### src/rtl/dm_port_arbiter.sv
// Data-memory port arbiter between the CPU MEM stage and a loader/debug port.
// The loader gets one-cycle accesses with a bounded CPU burst length while it waits.
module dm_port_arbiter #(
  parameter int unsigned CPU_BURST = 4
) (
  input  logic        clk,
  input  logic        rstn,
  input  logic        cpu_req,
  input  logic        cpu_we,
  input  logic [7:0]  cpu_addr,
  input  logic [31:0] cpu_wdata,
  output logic [31:0] cpu_rdata,
  output logic        cpu_stall,
  input  logic        ld_req,
  input  logic        ld_we,
  input  logic [7:0]  ld_addr,
  input  logic [31:0] ld_wdata,
  output logic        ld_ack,
  output logic [31:0] ld_rdata,
  output logic [7:0]  mem_a,
  output logic [31:0] mem_d,
  output logic        mem_we,
  input  logic [31:0] mem_spo,
  output logic        owner
);

  typedef enum logic [1:0] {
    S_CPU,
    S_LD,
    S_ACK
  } state_t;

  localparam logic [3:0] BURST = 4'(CPU_BURST);

  state_t      state_q, state_d, state;
  logic [3:0]  streak_q, streak_d;
  logic [31:0] ld_rdata_q, ld_rdata_d;
  logic        grant;

  // The loader access cycle is granted combinationally out of S_CPU, so the
  // effective state S_LD exists only for that cycle and never sits in state_q.
  always_comb begin
    grant      = rstn && (state_q == S_CPU) && ld_req &&
                 (!cpu_req || (streak_q == BURST));
    state      = grant ? S_LD : state_q;
    state_d    = S_CPU;
    streak_d   = streak_q;
    ld_rdata_d = ld_rdata_q;

    case (state)
      S_CPU:   state_d = S_CPU;
      S_LD:    state_d = S_ACK;
      S_ACK:   state_d = S_CPU;
      default: state_d = S_CPU;
    endcase

    if (!ld_req || grant) begin
      streak_d = '0;
    end else if (cpu_req && (streak_q != BURST)) begin
      streak_d = 4'(streak_q + 4'd1);
    end

    if (grant) begin
      ld_rdata_d = mem_spo;
    end
  end

  always_comb begin
    owner     = grant;
    cpu_stall = grant & cpu_req;
    mem_a     = cpu_addr;
    mem_d     = cpu_wdata;
    mem_we    = cpu_req & cpu_we;
    if (grant) begin
      mem_a  = ld_addr;
      mem_d  = ld_wdata;
      mem_we = ld_we;
    end
  end

  always_ff @(posedge clk) begin
    if (!rstn) begin
      state_q    <= S_CPU;
      streak_q   <= '0;
      ld_rdata_q <= '0;
    end else begin
      state_q    <= state_d;
      streak_q   <= streak_d;
      ld_rdata_q <= ld_rdata_d;
    end
  end

  assign ld_ack    = (state_q == S_ACK);
  assign ld_rdata  = ld_rdata_q;
  assign cpu_rdata = mem_spo;

endmodule

### config.mk
export PLATFORM = sky130hd
export DESIGN_NAME = dm_port_arbiter
export DESIGN_NICKNAME = d
export VERILOG_FILES = /design/src/rtl/dm_port_arbiter.sv
export SDC_FILE = /design/constraint.sdc
export NUM_CORES = 1
export LEC_CHECK = 0
export ABC_CLOCK_PERIOD_IN_PS = 2300
export BUFFER_PORTS_ARGS = -buffer_cell sky130_fd_sc_hd__buf_2
export CORE_AREA = 2 2 87 89
export CTS_BUF_LIST = sky130_fd_sc_hd__clkbuf_4
export DETAILED_ROUTE_END_ITERATION = 8
export DIE_AREA = 0 0 89 91
export GPL_TIMING_DRIVEN = 1
export PLACE_DENSITY_LB_ADDON = 0.12
export SETUP_SLACK_MARGIN = 0.15
export SLEW_MARGIN = 20
export SYNTH_ARGS = -nofsm -noshare
export SYNTH_HDL_FRONTEND = slang
export SYNTH_SLANG_ARGS = --single-unit
### constraint.sdc
create_clock -name clk -period 2.3 [get_ports clk]
set_input_delay 0.23 -clock clk [delete_from_list [all_inputs] [get_ports clk]]
set_output_delay 0.23 -clock clk [all_outputs]
set_load 0.05 [all_outputs]
Word level (Yosys, flattened, before mapping)
Index checks and enable logic that the tools add are counted.
{"block": "totals", "ff_bits": 38, "in_bits": 118, "out_inout_bits": 108}
{"block": "op_classes", "add_sub_neg": 1, "n_eq_ne": 4, "mux": 5, "bitwise_logic": 3, "n_reduce_logical": 10}
{"cell": "32-bit 2-to-1 mux", "count": 1}
{"cell": "8-bit 2-to-1 mux", "count": 1}
{"cell": "4-bit by 1-bit adder with 4-bit output (second input constant)", "count": 1}
{"cell": "4-bit by 3-bit equality test with 1-bit output (second input constant)", "count": 1}
{"cell": "1-bit logical AND", "count": 4}
{"cell": "2-bit 2-to-1 mux", "count": 2}
{"cell": "4-bit by 3-bit inequality test with 1-bit output (second input constant)", "count": 1}
{"cell": "1-bit AND", "count": 2}
{"cell": "2-bit by 1-bit equality test with 1-bit output (second input constant)", "count": 1}
{"cell": "2-bit equality test (second input constant)", "count": 1}
{"cell": "1-bit zero test", "count": 2}
{"cell": "2-bit zero test", "count": 1}
{"cell": "1-bit logical OR", "count": 2}
{"cell": "2-bit OR reduction", "count": 1}
{"cell": "1-bit 2-to-1 mux", "count": 1}
{"cell": "1-bit NOT", "count": 1}

Logic depth before layout (Yosys ltp)
{"block": "depth", "word_depth": 7, "mapped_depth": 7}

Least setup slack after synthesis
Ideal clock, no wire load.
{"block": "synth_path", "path_type": "register to output", "from": "register state_q[1]", "to": "output port mem_we", "arrival_time_ps": 2153, "slack_ps": -83, "path_stages_with_launch": 5, "path_cell_list": "dfxtp_1 -> a211o_1 -> buf_6 -> buf_2 -> mux2i_1"}
{"block": "synth_via", "elab_chain_cells": 5}
{"element": "start, declared", "line_no": "35", "source": "state_t state_q, state_d, state;"}
{"element": "start signal, assigned", "line_no": "87", "source": "state_q <= state_d;"}
{"element": "2-bit zero test", "line_no": "43", "source": "grant = rstn && (state_q == S_CPU) && ld_req &&"}
{"element": "1-bit logical AND (3 in series)", "line_no": "43"}
{"element": "1-bit 2-to-1 mux", "line_no": "74", "source": "if (grant) begin"}
{"element": "end, declared", "line_no": "22", "source": "output logic mem_we,"}
Every way passes these cells.

Worst setup path after layout
{"block": "layout_path", "from": "register streak_q[1]", "to": "output port mem_d[23]"}
{"block": "layout_via", "elab_chain_cells": 4}
{"element": "start, declared", "line_no": "36", "source": "logic [3:0] streak_q, streak_d;"}
{"element": "start signal, assigned", "line_no": "88", "source": "streak_q <= streak_d;"}
{"element": "4-bit by 3-bit equality test with 1-bit output", "line_no": "44", "source": "(!cpu_req || (streak_q == BURST));"}
{"element": "1-bit logical OR", "line_no": "44"}
{"element": "1-bit logical AND", "line_no": "43"}
{"element": "32-bit 2-to-1 mux", "line_no": "74"}
{"element": "end, declared", "line_no": "21", "source": "output logic [31:0] mem_d,"}
Every way passes these cells.

==> results.md <==
- Synth Area per Inst: 9.21 um^2
- GRT Util Overall: 17.5%
- Clock tree buffer depth: 2
- Slowest CP cell: a211o_4
- TritonCTS Buffers: 5
- Synth area leaders: dfxtp_1 32%, mux2_2 18%, mux2i_1 14%
- Logic pwr share: 48.1%
- Mapped Nets: 368
- RSZ-0062 raised after global routing: yes
- Run status: finished with violations
- Max Freq: 0.434 GHz
- Grt total ovfl: 0
- Cell Area, Placed: 0.00328 mm^2
- Synth Cell Area: 0.00228 mm^2
- Row Count: 31
- Later-pin clock latency in the skew report: 340 ps
- Critical Path RT: 2070 ps
- Core Area: 0.00714 mm^2
- DRC viols: 0
- Failing checks: setup timing
- Worst-path clk slew: 120 ps
- Max incr delay on CP: 440 ps
- CTS Sinks: 37
- H-tree depth: 2
- Commonest non-fill, non-tap cell in the layout: buf_2
- Minimum clock period: 2300 ps
- Setup CP Type: flip-flop to output pin
- Setup WS post-layout: -3.57 ps
- Synthesized instance count: 248
- First-pass GRT wire length: 11.0 mm
- Die Width: 89 um
- Area Overhead vs Synth: 74.9%
- I/O Pins: 226
- Syn. warnings: 0
- Worst relative slew slack: 76.7%
- Via/cell ratio: 4.27
- Worst endpoint data arrival time: 2070 ps
- Die Span Y: 91 um
- Final Hold Viols: 0
- Pwr/cell area: 491 mW/mm^2
- Register area share after synthesis: 32.4%
- Final setup fails: 1
- Distinct cells, synth: 22
- Number of global-route vias before repair: 2294
- Maximum vdd drop: 262 uV
- Area fraction of the dominant cell type after synthesis: 32.4%
- Switching power total: 0.823 mW
- ANT cells: 0
- Nets: 572
- Total vias in the final route: 2355
- Largest net degree at the start of global routing: 33
- Post-DP HPWL: 5.25 mm
- Placer Congestion: 0.757
- Fin Setup TNS: -3.57 ps
- Layout cells sized above 1: 65.8%
- Most frequent cells in the layout: 182 x buf_2, 35 x inv_1, 35 x dfxtp_1
- Placement Setup Slack: 242 ps
- Final worst-path cycle share: 100%
- TritonCTS clock tree: yes
- Starting Density: 32.0%
- Root buf cell: clkbuf_4
- Int Power: 1.14 mW
- Startpoint Class: flip-flop
- Number of port buffers: 225
- Drt total wl: 7.72 mm
- Post-synthesis register bit count: 37
- Clock Power Share: 16.8%
- Wire length per cell: 14.0 um
- Antenna Violating Nets Remaining: 0
- Sw frac: 41.9%
- Fill cells: 688
- Pins Over Slew Limit: 0
- Iteration-0 DRC Markers: 30
- Max_cap viols: 0
- CP Cell Sequence: inv_4, ha_4, nand3b_4, a211o_4, buf_16, mux2_4, buf_8
- Final Instance Area: 0.00400 mm^2
- Leakage: 2.41 nW
- Sequential Power Share: 35.1%
- Hold-fix buffers, CTS: 0
- Drt first pass iters: 4
- Worst-case clock skew: 9.78 ps
- Hold Path Class: input pin to flip-flop
- Largest area contributor in the netlist: dfxtp_1
- Antenna violations before repair: 0
- CP endpoint kind: output pin
- Worst slew pin tran: 349 ps
- Critical path peak fanout: 8
- Die area: 0.00810 mm^2
-- routing by layer --
| metal | track usage, % | wire, um |
|---|---|---|
| met4 | 4.98 | 100 |
| met5 | 0 | 0 |
| met3 | 4.00 | 693 |
| met2 | 31.8 | 4010 |
| met1 | 20.0 | 2910 |
-- synthesized netlist by cell type --
master    count
mux2_4        4
nand3_1       3
nand4b_1      2
nand2_1      34
buf_2         7
and3_1        1
dfxtp_1      37
mux2i_1      33
buf_6         2
nand3b_4      1
a211o_1       1
o211ai_1      3
nor2_1        1
clkbuf_1      4
buf_4        32
a31oi_1       2
ha_1          2
nand3b_1      2
a21oi_1       2
and3b_1       1
mux2_2       36
inv_1        38
-- layout make-up --
type,instances,area (um^2),area share [%]
multi-input cells,128,1200,30.0
flip-flops and latches,37,746,18.7
well taps,99,124,3.10
repair buffers,242,1730,43.3
inverters,38,145,3.63
clock inverters,3,12.5,0.313
clock buffers,5,37.5,0.939
-- kinds of logic after synthesis --
group | share of synthesized area [%]
mux | 34.8
compound gates | 2.35
flops | 32.4
buf+inv | 19.9
fa+ha+maj | 1.10
simple gates | 9.36
-- flip-flops by register name, indices dropped and copies added (netlist names) --
register / flops
state_q: 1
ld_rdata: 32
streak_q: 4
-- path summary, 6_finish.rpt --
check                                 start            to  slack [ps]  cells after the start
worst max-delay path            streak_q[1]     mem_d[23]          -4                      7
worst min-delay path            mem_spo[26]  ld_rdata[26]         110                      3
worst max register to register  streak_q[1]  ld_rdata[18]         510                      7
worst min register to register  ld_rdata[8]   ld_rdata[8]         460                      2
-- power groups by stage --
stage | logic [mW] | clock network (mW) | registers, mW
2_1_floorplan | 0.488 | 0 | 0.815
3_3_place_gp | 0.781 | 0 | 0.703
3_5_place_dp | 0.783 | 0 | 0.704
4_1_cts | 0.935 | 0.343 | 0.690
5_1_grt | 0.988 | 0.372 | 0.693
6_report | 0.946 | 0.330 | 0.689
-- through the flow --
stage               power [mW]  std cells  utilization [%]  hold WS (ps)
finish                    1.96        552             56.0           112
CTS                       1.97        545             54.7          99.2
global placement          1.48        530             46.0           441
global route              2.05        552             56.0          98.5
floorplan                 1.30        248                -           362
detailed placement        1.49        530             46.0           449
-- worst max-delay path: cells and delay by family (launching register included) --
family | cells | cell delay (ps)
AND/OR/NAND/NOR | 1 | 80
buffers and inverters | 3 | 380
multiplexers | 1 | 310
AO/OA/AOI/OAI | 1 | 440
flip-flops | 1 | 380
adder cells (fa/ha/maj) | 1 | 130
-- timing repair --
action,CTS,global route
gates cloned,3,1
buffers inserted,4,6
endpoints found under the setup margin,43,43
gates resized for setup,138,6
pin swaps,2,2
No activity file was read; power rests on OpenSTA's default activity.
